<file path="config.mk">
export PLATFORM = sky130hd
export DESIGN_NAME = sram_req_arbiter_flat
export DESIGN_NICKNAME = d
export VERILOG_FILES = /design/src/rtl/sram_req_arbiter_pkg.sv /design/src/rtl/sram_req_arbiter_if.sv /design/src/rtl/sram_req_arbiter_id_fifo.sv /design/src/rtl/sram_req_arbiter.sv /design/src/flat_wrapper.sv
export SDC_FILE = /design/constraint.sdc
export NUM_CORES = 1
export LEC_CHECK = 0
export BUFFER_PORTS_ARGS = -buffer_cell sky130_fd_sc_hd__clkbuf_2
export CELL_PAD_IN_SITES_DETAIL_PLACEMENT = 1
export CELL_PAD_IN_SITES_GLOBAL_PLACEMENT = 1
export CORE_AREA = 2 2 123 125
export CTS_CLUSTER_SIZE = 30
export DETAILED_ROUTE_END_ITERATION = 6
export DIE_AREA = 0 0 125 127
export HOLD_SLACK_MARGIN = 0.15
export PLACE_DENSITY = 0.76
export SLEW_MARGIN = 25
export SYNTH_ARGS = -nofsm -noshare
export SYNTH_HDL_FRONTEND = slang
export SYNTH_SLANG_ARGS = --single-unit
</file>
<file path="constraint.sdc">
create_clock -name clk -period 6 [get_ports clk]
set_input_delay 1.2 -clock clk [delete_from_list [all_inputs] [get_ports clk]]
set_output_delay 1.2 -clock clk [all_outputs]
set_load 0.02 [all_outputs]
</file>
<file path="src/rtl/sram_req_arbiter_pkg.sv">
// Shared types, ids and the arbitration helper for the inst/data SRAM request arbiter.
package sram_req_arbiter_pkg;

  localparam int ADDR_W = 32;
  localparam int DATA_W = 32;

  localparam logic ID_INST = 1'b0;
  localparam logic ID_DATA = 1'b1;

  typedef enum logic {
    ST_IDLE = 1'b0,
    ST_LOCK = 1'b1
  } lock_state_t;

  typedef struct packed {
    logic              wr;
    logic [1:0]        size;
    logic [3:0]        wstrb;
    logic [ADDR_W-1:0] addr;
    logic [DATA_W-1:0] wdata;
  } mem_cmd_t;

  // On a tie, fixed priority gives data; otherwise the round-robin pointer names the favoured master.
  function automatic logic arb_pick(input logic inst_req, input logic data_req,
                                    input logic prio_data, input logic rr_fav);
    if (inst_req && data_req) begin
      return prio_data ? ID_DATA : rr_fav;
    end
    return data_req ? ID_DATA : ID_INST;
  endfunction

endpackage

</file>
<file path="src/rtl/sram_req_arbiter_if.sv">
// One SRAM-like request/response port; master drives the request, slave answers.
interface sram_req_arbiter_if;
  import sram_req_arbiter_pkg::*;

  logic              req;
  logic              wr;
  logic [1:0]        size;
  logic [3:0]        wstrb;
  logic [ADDR_W-1:0] addr;
  logic [DATA_W-1:0] wdata;
  logic              addr_ok;
  logic              data_ok;
  logic [DATA_W-1:0] rdata;

  modport master (
    output req, wr, size, wstrb, addr, wdata,
    input  addr_ok, data_ok, rdata
  );

  modport slave (
    input  req, wr, size, wstrb, addr, wdata,
    output addr_ok, data_ok, rdata
  );

endinterface

</file>
<file path="src/rtl/sram_req_arbiter_id_fifo.sv">
// In-order queue of issuer ids for accepted-but-unanswered transactions.
// Push is ignored when full and pop when empty; count is exact and pointers wrap naturally.
module sram_req_arbiter_id_fifo #(
  parameter int WIDTH = 1,
  parameter int DEPTH = 4
) (
  input  logic             clk,
  input  logic             resetn,
  input  logic             push,
  input  logic [WIDTH-1:0] push_dat,
  input  logic             pop,
  output logic             full,
  output logic             empty,
  output logic [WIDTH-1:0] head
);

  localparam int PTR_W = $clog2(DEPTH);
  localparam int CNT_W = PTR_W + 1;

  logic [WIDTH-1:0] mem_q [DEPTH];
  logic [PTR_W-1:0] wr_ptr;
  logic [PTR_W-1:0] rd_ptr;
  logic [CNT_W-1:0] count;
  logic             do_push;
  logic             do_pop;

  assign full    = (count == CNT_W'(DEPTH));
  assign empty   = (count == '0);
  assign head    = mem_q[rd_ptr];
  assign do_push = push & ~full;
  assign do_pop  = pop & ~empty;

  always_ff @(posedge clk or negedge resetn) begin
    if (!resetn) begin
      wr_ptr <= '0;
      rd_ptr <= '0;
      count  <= '0;
      for (int i = 0; i < DEPTH; i++) begin
        mem_q[i] <= '0;
      end
    end else begin
      if (do_push) begin
        mem_q[wr_ptr] <= push_dat;
        wr_ptr        <= wr_ptr + PTR_W'(1);
      end
      if (do_pop) begin
        rd_ptr <= rd_ptr + PTR_W'(1);
      end
      count <= count + CNT_W'(do_push) - CNT_W'(do_pop);
    end
  end

endmodule

</file>
<file path="src/rtl/sram_req_arbiter.sv">
// Shares one downstream SRAM port between the inst and data masters, locking the grant until
// addr_ok and steering each in-order response back to its issuer.
module sram_req_arbiter
  import sram_req_arbiter_pkg::*;
#(
  parameter int OST_DEPTH = 4,
  parameter bit DATA_PRIO = 1'b1
) (
  input  logic               clk,
  input  logic               resetn,
  sram_req_arbiter_if.slave  inst,
  sram_req_arbiter_if.slave  data,
  sram_req_arbiter_if.master mem,
  output logic               ost_err
);

  lock_state_t state;
  logic        lock_id;
  logic        rr_ptr;
  logic        sel_id;
  logic        sel_req;
  logic        issue;
  logic        accept;
  logic        pop;
  logic        full;
  logic        empty;
  logic        head;
  mem_cmd_t    inst_cmd;
  mem_cmd_t    data_cmd;
  mem_cmd_t    sel_cmd;

  assign inst_cmd = '{wr: inst.wr, size: inst.size, wstrb: inst.wstrb,
                      addr: inst.addr, wdata: inst.wdata};
  assign data_cmd = '{wr: data.wr, size: data.size, wstrb: data.wstrb,
                      addr: data.addr, wdata: data.wdata};

  always_comb begin
    sel_id  = (state == ST_LOCK) ? lock_id
                                 : arb_pick(inst.req, data.req, DATA_PRIO, rr_ptr);
    sel_req = (sel_id == ID_DATA) ? data.req : inst.req;
    sel_cmd = (sel_id == ID_DATA) ? data_cmd : inst_cmd;
  end

  // Full is the registered occupancy, so a same-cycle pop never lets a push slip in.
  assign issue  = sel_req & ~full;
  assign accept = issue & mem.addr_ok;
  assign pop    = mem.data_ok & ~empty;

  always_comb begin
    mem.req   = 1'b0;
    mem.wr    = 1'b0;
    mem.size  = '0;
    mem.wstrb = '0;
    mem.addr  = '0;
    mem.wdata = '0;
    if (resetn) begin
      mem.req   = issue;
      mem.wr    = sel_cmd.wr;
      mem.size  = sel_cmd.size;
      mem.wstrb = sel_cmd.wstrb;
      mem.addr  = sel_cmd.addr;
      mem.wdata = sel_cmd.wdata;
    end
  end

  always_comb begin
    inst.addr_ok = resetn & accept & (sel_id == ID_INST);
    data.addr_ok = resetn & accept & (sel_id == ID_DATA);
    inst.data_ok = resetn & pop & (head == ID_INST);
    data.data_ok = resetn & pop & (head == ID_DATA);
    inst.rdata   = resetn ? mem.rdata : '0;
    data.rdata   = resetn ? mem.rdata : '0;
  end

  always_ff @(posedge clk or negedge resetn) begin
    if (!resetn) begin
      state   <= ST_IDLE;
      lock_id <= ID_INST;
      rr_ptr  <= ID_INST;
      ost_err <= 1'b0;
    end else begin
      if (accept) begin
        rr_ptr <= ~sel_id;
      end
      if (mem.data_ok && empty) begin
        ost_err <= 1'b1;
      end
      case (state)
        ST_IDLE: begin
          if (issue && !mem.addr_ok) begin
            state   <= ST_LOCK;
            lock_id <= sel_id;
          end
        end
        ST_LOCK: begin
          // Held while the queue is full; released on acceptance or when the master withdraws.
          if (accept || !sel_req) begin
            state <= ST_IDLE;
          end
        end
        default: state <= ST_IDLE;
      endcase
    end
  end

  sram_req_arbiter_id_fifo #(
    .WIDTH (1),
    .DEPTH (OST_DEPTH)
  ) u_id_fifo (
    .clk      (clk),
    .resetn   (resetn),
    .push     (accept),
    .push_dat (sel_id),
    .pop      (pop),
    .full     (full),
    .empty    (empty),
    .head     (head)
  );

endmodule
</file>
<file path="src/flat_wrapper.sv">
// flat-port wrapper written by rule: the top's interface ports become plain ports
module sram_req_arbiter_flat import sram_req_arbiter_pkg::*;
#(
  parameter int OST_DEPTH = 4,
  parameter bit DATA_PRIO = 1'b1
)
  (clk, resetn, ost_err, inst_req, inst_wr, inst_size, inst_wstrb, inst_addr, inst_wdata, inst_addr_ok, inst_data_ok, inst_rdata, data_req, data_wr, data_size, data_wstrb, data_addr, data_wdata, data_addr_ok, data_data_ok, data_rdata, mem_req, mem_wr, mem_size, mem_wstrb, mem_addr, mem_wdata, mem_addr_ok, mem_data_ok, mem_rdata);
  sram_req_arbiter_if inst_i ();
  sram_req_arbiter_if data_i ();
  sram_req_arbiter_if mem_i ();
  input  logic clk;
  input  logic resetn;
  output logic ost_err;
  input wire logic [$bits(inst_i.req)-1:0] inst_req;
  input wire logic [$bits(inst_i.wr)-1:0] inst_wr;
  input wire logic [$bits(inst_i.size)-1:0] inst_size;
  input wire logic [$bits(inst_i.wstrb)-1:0] inst_wstrb;
  input wire logic [$bits(inst_i.addr)-1:0] inst_addr;
  input wire logic [$bits(inst_i.wdata)-1:0] inst_wdata;
  output wire logic [$bits(inst_i.addr_ok)-1:0] inst_addr_ok;
  output wire logic [$bits(inst_i.data_ok)-1:0] inst_data_ok;
  output wire logic [$bits(inst_i.rdata)-1:0] inst_rdata;
  input wire logic [$bits(data_i.req)-1:0] data_req;
  input wire logic [$bits(data_i.wr)-1:0] data_wr;
  input wire logic [$bits(data_i.size)-1:0] data_size;
  input wire logic [$bits(data_i.wstrb)-1:0] data_wstrb;
  input wire logic [$bits(data_i.addr)-1:0] data_addr;
  input wire logic [$bits(data_i.wdata)-1:0] data_wdata;
  output wire logic [$bits(data_i.addr_ok)-1:0] data_addr_ok;
  output wire logic [$bits(data_i.data_ok)-1:0] data_data_ok;
  output wire logic [$bits(data_i.rdata)-1:0] data_rdata;
  output wire logic [$bits(mem_i.req)-1:0] mem_req;
  output wire logic [$bits(mem_i.wr)-1:0] mem_wr;
  output wire logic [$bits(mem_i.size)-1:0] mem_size;
  output wire logic [$bits(mem_i.wstrb)-1:0] mem_wstrb;
  output wire logic [$bits(mem_i.addr)-1:0] mem_addr;
  output wire logic [$bits(mem_i.wdata)-1:0] mem_wdata;
  input wire logic [$bits(mem_i.addr_ok)-1:0] mem_addr_ok;
  input wire logic [$bits(mem_i.data_ok)-1:0] mem_data_ok;
  input wire logic [$bits(mem_i.rdata)-1:0] mem_rdata;
  assign inst_i.req = inst_req;
  assign inst_i.wr = inst_wr;
  assign inst_i.size = inst_size;
  assign inst_i.wstrb = inst_wstrb;
  assign inst_i.addr = inst_addr;
  assign inst_i.wdata = inst_wdata;
  assign inst_addr_ok = inst_i.addr_ok;
  assign inst_data_ok = inst_i.data_ok;
  assign inst_rdata = inst_i.rdata;
  assign data_i.req = data_req;
  assign data_i.wr = data_wr;
  assign data_i.size = data_size;
  assign data_i.wstrb = data_wstrb;
  assign data_i.addr = data_addr;
  assign data_i.wdata = data_wdata;
  assign data_addr_ok = data_i.addr_ok;
  assign data_data_ok = data_i.data_ok;
  assign data_rdata = data_i.rdata;
  assign mem_req = mem_i.req;
  assign mem_wr = mem_i.wr;
  assign mem_size = mem_i.size;
  assign mem_wstrb = mem_i.wstrb;
  assign mem_addr = mem_i.addr;
  assign mem_wdata = mem_i.wdata;
  assign mem_i.addr_ok = mem_addr_ok;
  assign mem_i.data_ok = mem_data_ok;
  assign mem_i.rdata = mem_rdata;
  sram_req_arbiter #(.OST_DEPTH(OST_DEPTH), .DATA_PRIO(DATA_PRIO)) u_core (.clk(clk), .resetn(resetn), .inst(inst_i), .data(data_i), .mem(mem_i), .ost_err(ost_err));
endmodule
</file>
==> reports/results.txt <==
Status: complete, no violations
Area grow syn2layout: 66.4%
Slew margin rel.: 42.2%
H-tree level count: 1
DP HPWL: 9020 µm
RSZ-0062 raised after global routing: false
Crit path DAT: 3.05 ns
Fillers: 1938
P_int: 0.538 mW
CTS tree: done
Part of the Yosys area used for sequential elements: 14.6%
Peak supply drop: 0.223 mV
Setup_tns: 0 ns
GRT Total Usage: 12.4%
Antenna fix cells: 0
Wire per inst: 13.2 µm
CP Launch Type: primary input
Die area: 0.0159 mm²
Drt pass-1 iters: 4
Critical-path maximum fanout: 40
Critical Path RT: 4.80 ns
Sequential cell fraction of total power: 17.2%
GRT overflow: 0
Lkg Pwr: 2.38 nW
Top cell type's share of synthesized area: 22.9%
1st-iter DRT viols: 75
Cell count after synthesis: 373
First-pass GRT wire length: 16900 µm
Routed Wire Length: 10900 µm
Post-CTS Setup Inserts: 0
Synth Register Bits: 14
Post-Place Setup Slack: 1.68 ns
Chip Width: 125 µm
Ratio of cells with drive above 1 in the final layout: 52.1%
Max-slew violations: 0
Starting Density: 16.7%
CTS sink count: 14
Later-pin clock latency in the skew report: 0.25 ns
Syn_nets: 560
Clock network fraction of total power: 13.0%
Final min period: 4.25 ns
Root Driver: clkbuf_16
YS warnings: 0
Async S/R FF share, synth: 100%
Number of max-cap violations: 0
Largest area contributor in the netlist: nand2_1
Pwr dens: 273 mW/mm²
Initial antenna violation count: 0
Slowest cell on the critical path: mux2_2
Sw Ratio: 50.9%
Max Clk Rate: 0.235 GHz
Die Height: 127 µm
Worst-path clk slew: 0.05 ns
Post-synth EDFFs: 0
Routability cong.: 0.764
Port-buffer cells: 320
Hold Path Class: reg2reg
Via density: 4.13
Cell with the most instances after synthesis: nand2_1
Placement Rows: 44
Final hold violation count: 0
Post-synth cell types: 29
Longest Clk Path Bufs: 2
Placeable core area: 0.0144 mm²
Vias in the first global route: 3411
DRC violations left: 0
Final Cycle Share: 70.9%
Via count: 3406
Post-Syn Area: 0.00241 mm²
Layout Utilization: 27.8%
Top post-synthesis cells by area: nand2_1 23%, a21boi_1 22%, dfrtp_1 15%, buf_4 13%, and2_1 8.3%
I/O pin cnt: 321
Clock skew: 0.00601 ns
Post-CTS sizing: 0
Cts bufs inserted: 3
Reg2Reg Setup Slack: 3.20 ns
Worst Setup Path Type: in2out
Logic pwr share: 69.7%
Total power draw: 1.09 mW
Ys flop type: dfrtp_1
Avg Inst Size Synth: 6.45 µm²
Most common library cells after synthesis: 147 x nand2_1, 69 x a21boi_1, 41 x buf_4, 32 x and2_1
Crit. End Element: output pin
Crit-path max cell delay: 0.68 ns
Worst slew pin tran: 0.865 ns
P_sw: 0.557 mW
Crit path cell chain: clkbuf_2 -> mux2_2 -> buf_4 -> buf_4 -> nand2_1 -> a21boi_1 -> clkbuf_2
Final nets: 829
Hold buffer count at CTS: 0
Largest net degree at the start of global routing: 122
Number of routed nets with antenna violations: 0
Worst setup margin: 1.75 ns
Setup Viol. Count Final: 0
## stage by stage
stage	cell area, µm²	std cells	hold WS (ns)
2_1_floorplan	2410	373	0.453
3_3_place_gp	3900	820	0.444
3_5_place_dp	3900	820	0.447
4_1_cts	3990	824	0.467
5_1_grt	4000	825	0.486
6_report	4000	825	0.462
## area by class of cell
class	count	area, µm²	share of cell area, %
Sequential cell	14	350	8.75
Inverter	7	26.3	0.656
Clock buffer	4	88.8	2.22
Multi-Input combinational cell	292	1650	41.2
Tap cell	184	230	5.75
Timing Repair Buffer	324	1660	41.4
## routing by layer
| layer | global-route usage, % | share of wire, % |
|---|---|---|
| met3 | 2.14 | 7.3 |
| met5 | 0 | 0 |
| met4 | 1.57 | 0.77 |
| met1 | 15.7 | 41 |
| met2 | 22.6 | 51 |
## registers in the layout, summed over array words and instances, names as in the netlist
signal	cells
u_core.u_id_fifo.mem_q	4
u_core.lock_id	1
u_core.ost_err	1
u_core.state	1
u_core.u_id_fifo.wr_ptr	2
u_core.u_id_fifo.count	3
u_core.u_id_fifo.rd_ptr	2
## logic make-up after synthesis
group	Yosys count	synth area share [%]
multiplexers	5	2.70
AND/OR/NAND/NOR	191	34.1
adder cells (fa/ha/maj)	7	3.95
buffers and inverters	67	17.4
XOR/XNOR	5	1.82
AO/OA/AOI/OAI	84	25.5
flip-flops	14	14.6
## power by group through the flow
stage | clock, mW | sequential (mW) | combinational [mW]
finish | 0.143 | 0.188 | 0.764
global placement | 0 | 0.186 | 0.756
global route | 0.150 | 0.196 | 0.852
CTS | 0.148 | 0.189 | 0.776
detailed placement | 0 | 0.190 | 0.771
floorplan | 0 | 0.179 | 0.541
## critical path, delay by kind of cell
kind                   cells  cell delay, ns
and+or+nand+nor            1            0.07
muxes                      1            0.68
AOI/OAI and AO/OA          1            0.14
buffers and inverters      4            0.96
## placed cells by master, fill, tap and decap left out, drive strengths merged
| master | count |
|---|---|
| a211oi | 1 |
| xnor2 | 4 |
| nor3b | 1 |
| nor2b | 1 |
| mux2i | 2 |
| fa | 1 |
| and3 | 1 |
| a21o | 1 |
| xor2 | 1 |
| inv | 7 |
| o21ai | 2 |
| nor3 | 2 |
| nand2 | 147 |
| dfrtp | 14 |
| a21boi | 71 |
| and2 | 32 |
| nor4 | 1 |
| nor2 | 5 |
| mux4 | 1 |
| clkbuf | 323 |
| a21oi | 5 |
| mux2 | 2 |
| ha | 6 |
| nor4b | 1 |
| buf | 5 |
| a31oi | 4 |
## path summary, 6_finish.rpt
path                                startpoint                   endpoint  cells past startpoint
worst max register to register  u_core.lock_id  u_core.u_id_fifo.count[2]                      9
worst min register to register  u_core.ost_err             u_core.ost_err                      1
max in group asynchronous               resetn               u_core.state                      1
min in group asynchronous               resetn             u_core.ost_err                      1
worst max-delay path                  data_req                mem_addr[7]                      7
worst min-delay path            u_core.ost_err             u_core.ost_err                      1
No activity file was read; power rests on OpenSTA's default activity.
